**config.mk**
```make
export PLATFORM = sky130hd
export DESIGN_NAME = prog_ctr_fsm_flat
export DESIGN_NICKNAME = d
export VERILOG_FILES = /design/src/rtl/prog_ctr_fsm_if.sv /design/src/rtl/prog_ctr_fsm.sv /design/src/flat_wrapper.sv
export SDC_FILE = /design/constraint.sdc
export NUM_CORES = 1
export LEC_CHECK = 0
export ABC_AREA = 1
export CAP_MARGIN = 20
export CORE_ASPECT_RATIO = 1.5
export CORE_MARGIN = 2
export CORE_UTILIZATION = 52
export CTS_CLUSTER_SIZE = 8
export DETAILED_ROUTE_END_ITERATION = 6
export PLACE_DENSITY_LB_ADDON = 0.25
export SLEW_MARGIN = 30
export SYNTH_ARGS = -nofsm -noshare
export SYNTH_HDL_FRONTEND = slang
export SYNTH_SLANG_ARGS = --single-unit
```
**constraint.sdc**
```tcl
create_clock -name Clk -period 2.5 [get_ports Clk]
set_input_delay 0.75 -clock Clk [delete_from_list [all_inputs] [get_ports Clk]]
set_output_delay 0.75 -clock Clk [all_outputs]
set_load 0.03 [all_outputs]
```
**src/rtl/prog_ctr_fsm_if.sv**
```systemverilog
// Fetch sequencer bus: run control and decoder redirects in,
// instruction address, status flags and cycle count out.
interface prog_ctr_fsm_if #(
    parameter int PC_W = 10,
    parameter int CT_W = 16
);
    logic            Start;
    logic            Halt;
    logic            BranchAbs;
    logic            BranchRel;
    logic [PC_W-1:0] Target;
    logic [PC_W-1:0] ProgCtr;
    logic            Running;
    logic            Done;
    logic [CT_W-1:0] CycleCt;

    modport master (
        output Start, Halt, BranchAbs, BranchRel, Target,
        input  ProgCtr, Running, Done, CycleCt
    );

    modport slave (
        input  Start, Halt, BranchAbs, BranchRel, Target,
        output ProgCtr, Running, Done, CycleCt
    );
endinterface

```
**src/rtl/prog_ctr_fsm.sv**
```systemverilog
// Program counter and fetch sequencer (IDLE/ARMED/RUN/DONE).
// Ports: Clk, Reset (sync, active-high), bus (slave modport).
module prog_ctr_fsm #(
    parameter int PC_W = 10,
    parameter int CT_W = 16
) (
    input  logic           Clk,
    input  logic           Reset,
    prog_ctr_fsm_if.slave  bus
);
    typedef enum logic [1:0] {
        IDLE  = 2'd0,
        ARMED = 2'd1,
        RUN   = 2'd2,
        DONE  = 2'd3
    } state_t;

    state_t          state;
    logic [PC_W-1:0] pc;
    logic            running;
    logic            done;
    logic [CT_W-1:0] cyc;

    always_ff @(posedge Clk) begin
        if (Reset) begin
            state   <= IDLE;
            pc      <= '0;
            running <= 1'b0;
            done    <= 1'b0;
            cyc     <= '0;
        end else begin
            unique case (state)
                IDLE: begin
                    pc <= '0;
                    if (bus.Start) begin
                        state <= ARMED;
                        cyc   <= '0;
                    end
                end
                ARMED: begin
                    pc  <= '0;
                    cyc <= '0;
                    if (!bus.Start) begin
                        state   <= RUN;
                        running <= 1'b1;
                    end
                end
                RUN: begin
                    // Count the edge even when it is the one leaving on Halt.
                    if (cyc != {CT_W{1'b1}})
                        cyc <= cyc + CT_W'(1);
                    if (bus.Halt) begin
                        state   <= DONE;
                        running <= 1'b0;
                        done    <= 1'b1;
                    end else if (bus.BranchAbs) begin
                        pc <= bus.Target;
                    end else if (bus.BranchRel) begin
                        // Target is a two's-complement offset; carry drops.
                        pc <= pc + bus.Target;
                    end else begin
                        pc <= pc + PC_W'(1);
                    end
                end
                DONE: begin
                    if (bus.Start) begin
                        state <= ARMED;
                        done  <= 1'b0;
                        pc    <= '0;
                        cyc   <= '0;
                    end
                end
                default: begin
                    state   <= IDLE;
                    pc      <= '0;
                    running <= 1'b0;
                    done    <= 1'b0;
                end
            endcase
        end
    end

    assign bus.ProgCtr = pc;
    assign bus.Running = running;
    assign bus.Done    = done;
    assign bus.CycleCt = cyc;
endmodule

```
**src/flat_wrapper.sv**
```systemverilog
// flat-port wrapper written by rule: the top's interface ports become plain ports
module prog_ctr_fsm_flat 
#(
    parameter int PC_W = 10,
    parameter int CT_W = 16
)
  (Clk, Reset, bus_Start, bus_Halt, bus_BranchAbs, bus_BranchRel, bus_Target, bus_ProgCtr, bus_Running, bus_Done, bus_CycleCt);
  prog_ctr_fsm_if #(.PC_W(PC_W), .CT_W(CT_W)) bus_i ();
  input  logic Clk;
  input  logic Reset;
  input wire logic [$bits(bus_i.Start)-1:0] bus_Start;
  input wire logic [$bits(bus_i.Halt)-1:0] bus_Halt;
  input wire logic [$bits(bus_i.BranchAbs)-1:0] bus_BranchAbs;
  input wire logic [$bits(bus_i.BranchRel)-1:0] bus_BranchRel;
  input wire logic [$bits(bus_i.Target)-1:0] bus_Target;
  output wire logic [$bits(bus_i.ProgCtr)-1:0] bus_ProgCtr;
  output wire logic [$bits(bus_i.Running)-1:0] bus_Running;
  output wire logic [$bits(bus_i.Done)-1:0] bus_Done;
  output wire logic [$bits(bus_i.CycleCt)-1:0] bus_CycleCt;
  assign bus_i.Start = bus_Start;
  assign bus_i.Halt = bus_Halt;
  assign bus_i.BranchAbs = bus_BranchAbs;
  assign bus_i.BranchRel = bus_BranchRel;
  assign bus_i.Target = bus_Target;
  assign bus_ProgCtr = bus_i.ProgCtr;
  assign bus_Running = bus_i.Running;
  assign bus_Done = bus_i.Done;
  assign bus_CycleCt = bus_i.CycleCt;
  prog_ctr_fsm #(.PC_W(PC_W), .CT_W(CT_W)) u_core (.Clk(Clk), .Reset(Reset), .bus(bus_i));
endmodule
```
==> out/results.ini <==
[outcome]
status = completed

[synth]
async_flop_share_pct = 0
synth-edff-count = 0
yosysTopAreaCellShare_pct = 28.1
yosysMostFrequentCell = nand2_1
synth_xor_area_share_pct = 2.05
synth_top_family_by_area = simple AND/OR/NAND/NOR gates
yosys.area_share.simple_pct = 37.0
synth_ff_type = dfxtp_1
yosysTopAreaCell = dfxtp_1
ys_ff_latch = 30
yosysWarnings = 0
synth_fp_nets = 368
syn_area_um2 = 2140
synth_cell_types = 35
synthTopCellsByCount = 91 x nand2_1, 44 x inv_1, 44 x nor2_1
synthAdderAreaFrac_pct = 9.13
avgSynthCellArea_um2 = 6.35
ys_seq_area_share_pct = 28.1
synthTopCellsByArea = dfxtp_1 28%, nand2_1 16%, ha_1 8.2%, inv_1 7.7%, nor2_1 7.7%
muxShareOfSynthArea_pct = 0
synth_cells = 337
synth_compound_area_share_pct = 13.6

[setup_path]
cpLargestDelayFamily = simple AND/OR/NAND/NOR gates
crit_path_frequent_cell = nand2_1
crit_cells = 12
start_kind = primary input
cp.required_ps = 2670
slowest_delay_ps = 410
path_buf_inv = 2
path_max_fanout = 3
rr_worst_depth = 10
worstSetupPathType = primary input to flop
critPathCaptureType = flop
cp_cell_sequence = clkdlybuf4s50_1 > inv_2 > nand2_2 > ha_2 > fa_2 > nand2_1 > nand3_2 > nand3b_1 > a21o_1 > nand3_1 > nand2_1 > a21oi_1
crit_path_top_delay_cell = clkdlybuf4s50_1
cp.arrival_ps = 2510

[grt]
grt_max_degree = 19
antenna_found_initial = 0
grt_first_pass_wirelength_mm = 9.14
grt_pass1_vias = 2196
grt_overflow = 0
grt_use_total_pct = 25.1

[sta]
fin_worst_skew_ps = 9.31
relSlewSlack_pct = 65.7
rsz0062_at_grt = no
holdWs_ps = 460
report.final.slew_viol_count = 0
worstMarginPinSlew_ps = 515
fmax_mhz = 428
finalHoldViolations = 0
setup-violations-final = 0
fin_crit_sh_pct = 93.4
fin_crit_ps = 2340
setup_slack_ps = 164

[cells_and_area]
nets = 430
finish.instance_area_um2 = 2830
fill_cells = 341
final-seq-area_um2 = 601
antenna_cells = 0
post-route-util_pct = 71.6
area_growth_pct = 32.5
drive_gt1_share_pct = 12.3
multiInputGateArea_um2 = 1340

[detailed_routing]
viasPerCell = 5.34
drtAntennaViolNets = 0
wl_per_cell_um = 12.4
first_pass_iters = 4
route.detailed.drc = 0
routed_wl_mm = 5.52
drt_iter0_markers = 75
dr_total_vias = 2378

[clock_tree]
cts-root-buf = clkbuf_8
cts_made_buffers = 5
cts_setup_buffers = 0
clkTransAtPathRegs_ps = 70
clock_latency_ps = 290
cts_tree = built
h-tree-depth = 2
clockBufferDepth = 2
clock_sinks = 30
hold_buffers = 0

[floorplan]
rows = 28
die-area_um2 = 4650
start_util_pct = 54.0
io_pins = 44
die_w_um = 56.4
core_area_um2 = 3960
dieHeight_um = 82.5

[placed_design]
postPlaceCellArea_um2 = 2730
place_ws_ps = -308
port_buffers = 43
hpwl_mm = 4.25
gp_congestion = 0.866

[min_path]
hold_depth = 2
hold_class = flop to flop

[pwr]
p_per_area_nw_per_um2 = 562
leakagePower_nw = 1.26
irDropWorstVdd_mv = 0.611

[run]
drv_cap = 0

state kept, by name (all words and copies together) (netlist names):
signal	cells
u_core.bus.Running	1
u_core.bus.CycleCt	16
u_core.bus.Done	1
u_core.state	2
u_core.bus.ProgCtr	10
through the flow:
step	setup TNS, ps	cells	power, W
4_1_cts	0	445	0.00161
3_3_place_gp	-1450	437	0.00117
3_5_place_dp	-1690	437	0.00119
6_report	0	445	0.00159
2_1_floorplan	0	337	0.000976
5_1_grt	0	445	0.00170
kinds of logic after synthesis:
kind of cell | after synthesis
buffers and inverters | 54
and+or+nand+nor | 183
AOI/OAI and AO/OA | 50
DFF | 30
xor gates and xnor gates | 5
adders and majority gates | 15
worst min-delay path: cells and delay by family, from the launching register on:
| family | cells | cell delay [ps] |
|---|---|---|
| flops | 1 | 310 |
| buf+inv | 1 | 40 |
| compound gates | 1 | 60 |
power breakdown:
part           internal, W  switching, W
Combinational     0.000244      0.000370
Clock             0.000222      0.000193
Sequential        0.000523     0.0000411
cells in the final DEF (no fill, tap or decap), types with 3 or more instances in the layout:
cell / n
nand2_1: 90
nor2_1: 44
inv_1: 43
clkdlybuf4s50_1: 42
dfxtp_1: 30
a21oi_1: 25
nand3_1: 23
buf_4: 18
ha_1: 13
o21ai_0: 10
nor3_1: 6
clkbuf_8: 6
inv_2: 4
nand2_2: 4
xor2_1: 4
nand4_1: 4
nor2_2: 3
a21oi_2: 3
per-layer routing:
| layer | global-route usage, % | part of all wire [%] | vias up |
|---|---|---|---|
| met1 | 24.7 | 38 | 1103 |
| met4 | 14.5 | 4.3 | 0 |
| met3 | 3.43 | 3.5 | 20 |
| met2 | 49.5 | 54 | 53 |
| met5 | 0 | 0 | - |
| li1 | - | - | 1202 |
final timing paths:
kind	slack, ps	end	startpoint
min	460	u_core.bus.Running	u_core.bus.Running
min reg2reg	460	u_core.bus.Running	u_core.bus.Running
max reg2reg	710	u_core.bus.ProgCtr[2]	u_core.state[0]
max	160	u_core.bus.ProgCtr[6]	bus_Target[0]
final cells by class:
| cell class | count | area share (%) |
|---|---|---|
| Tap cell | 45 | 1.99 |
| Inverter | 48 | 6.45 |
| Timing Repair Buffer | 61 | 20.0 |
| Multi-Input combinational cell | 253 | 47.1 |
| Sequential cell | 30 | 21.2 |
| Clock buffer | 7 | 3.05 |
| Clock inverter | 1 | 0.177 |
what timing repair did:
item	4_1_cts	5_1_grt
resized for setup	2	4
pin swaps	1	1
cloned	0	0
setup endpoints to repair	1	6
Note: power is estimated with default switching activity, not from simulation.
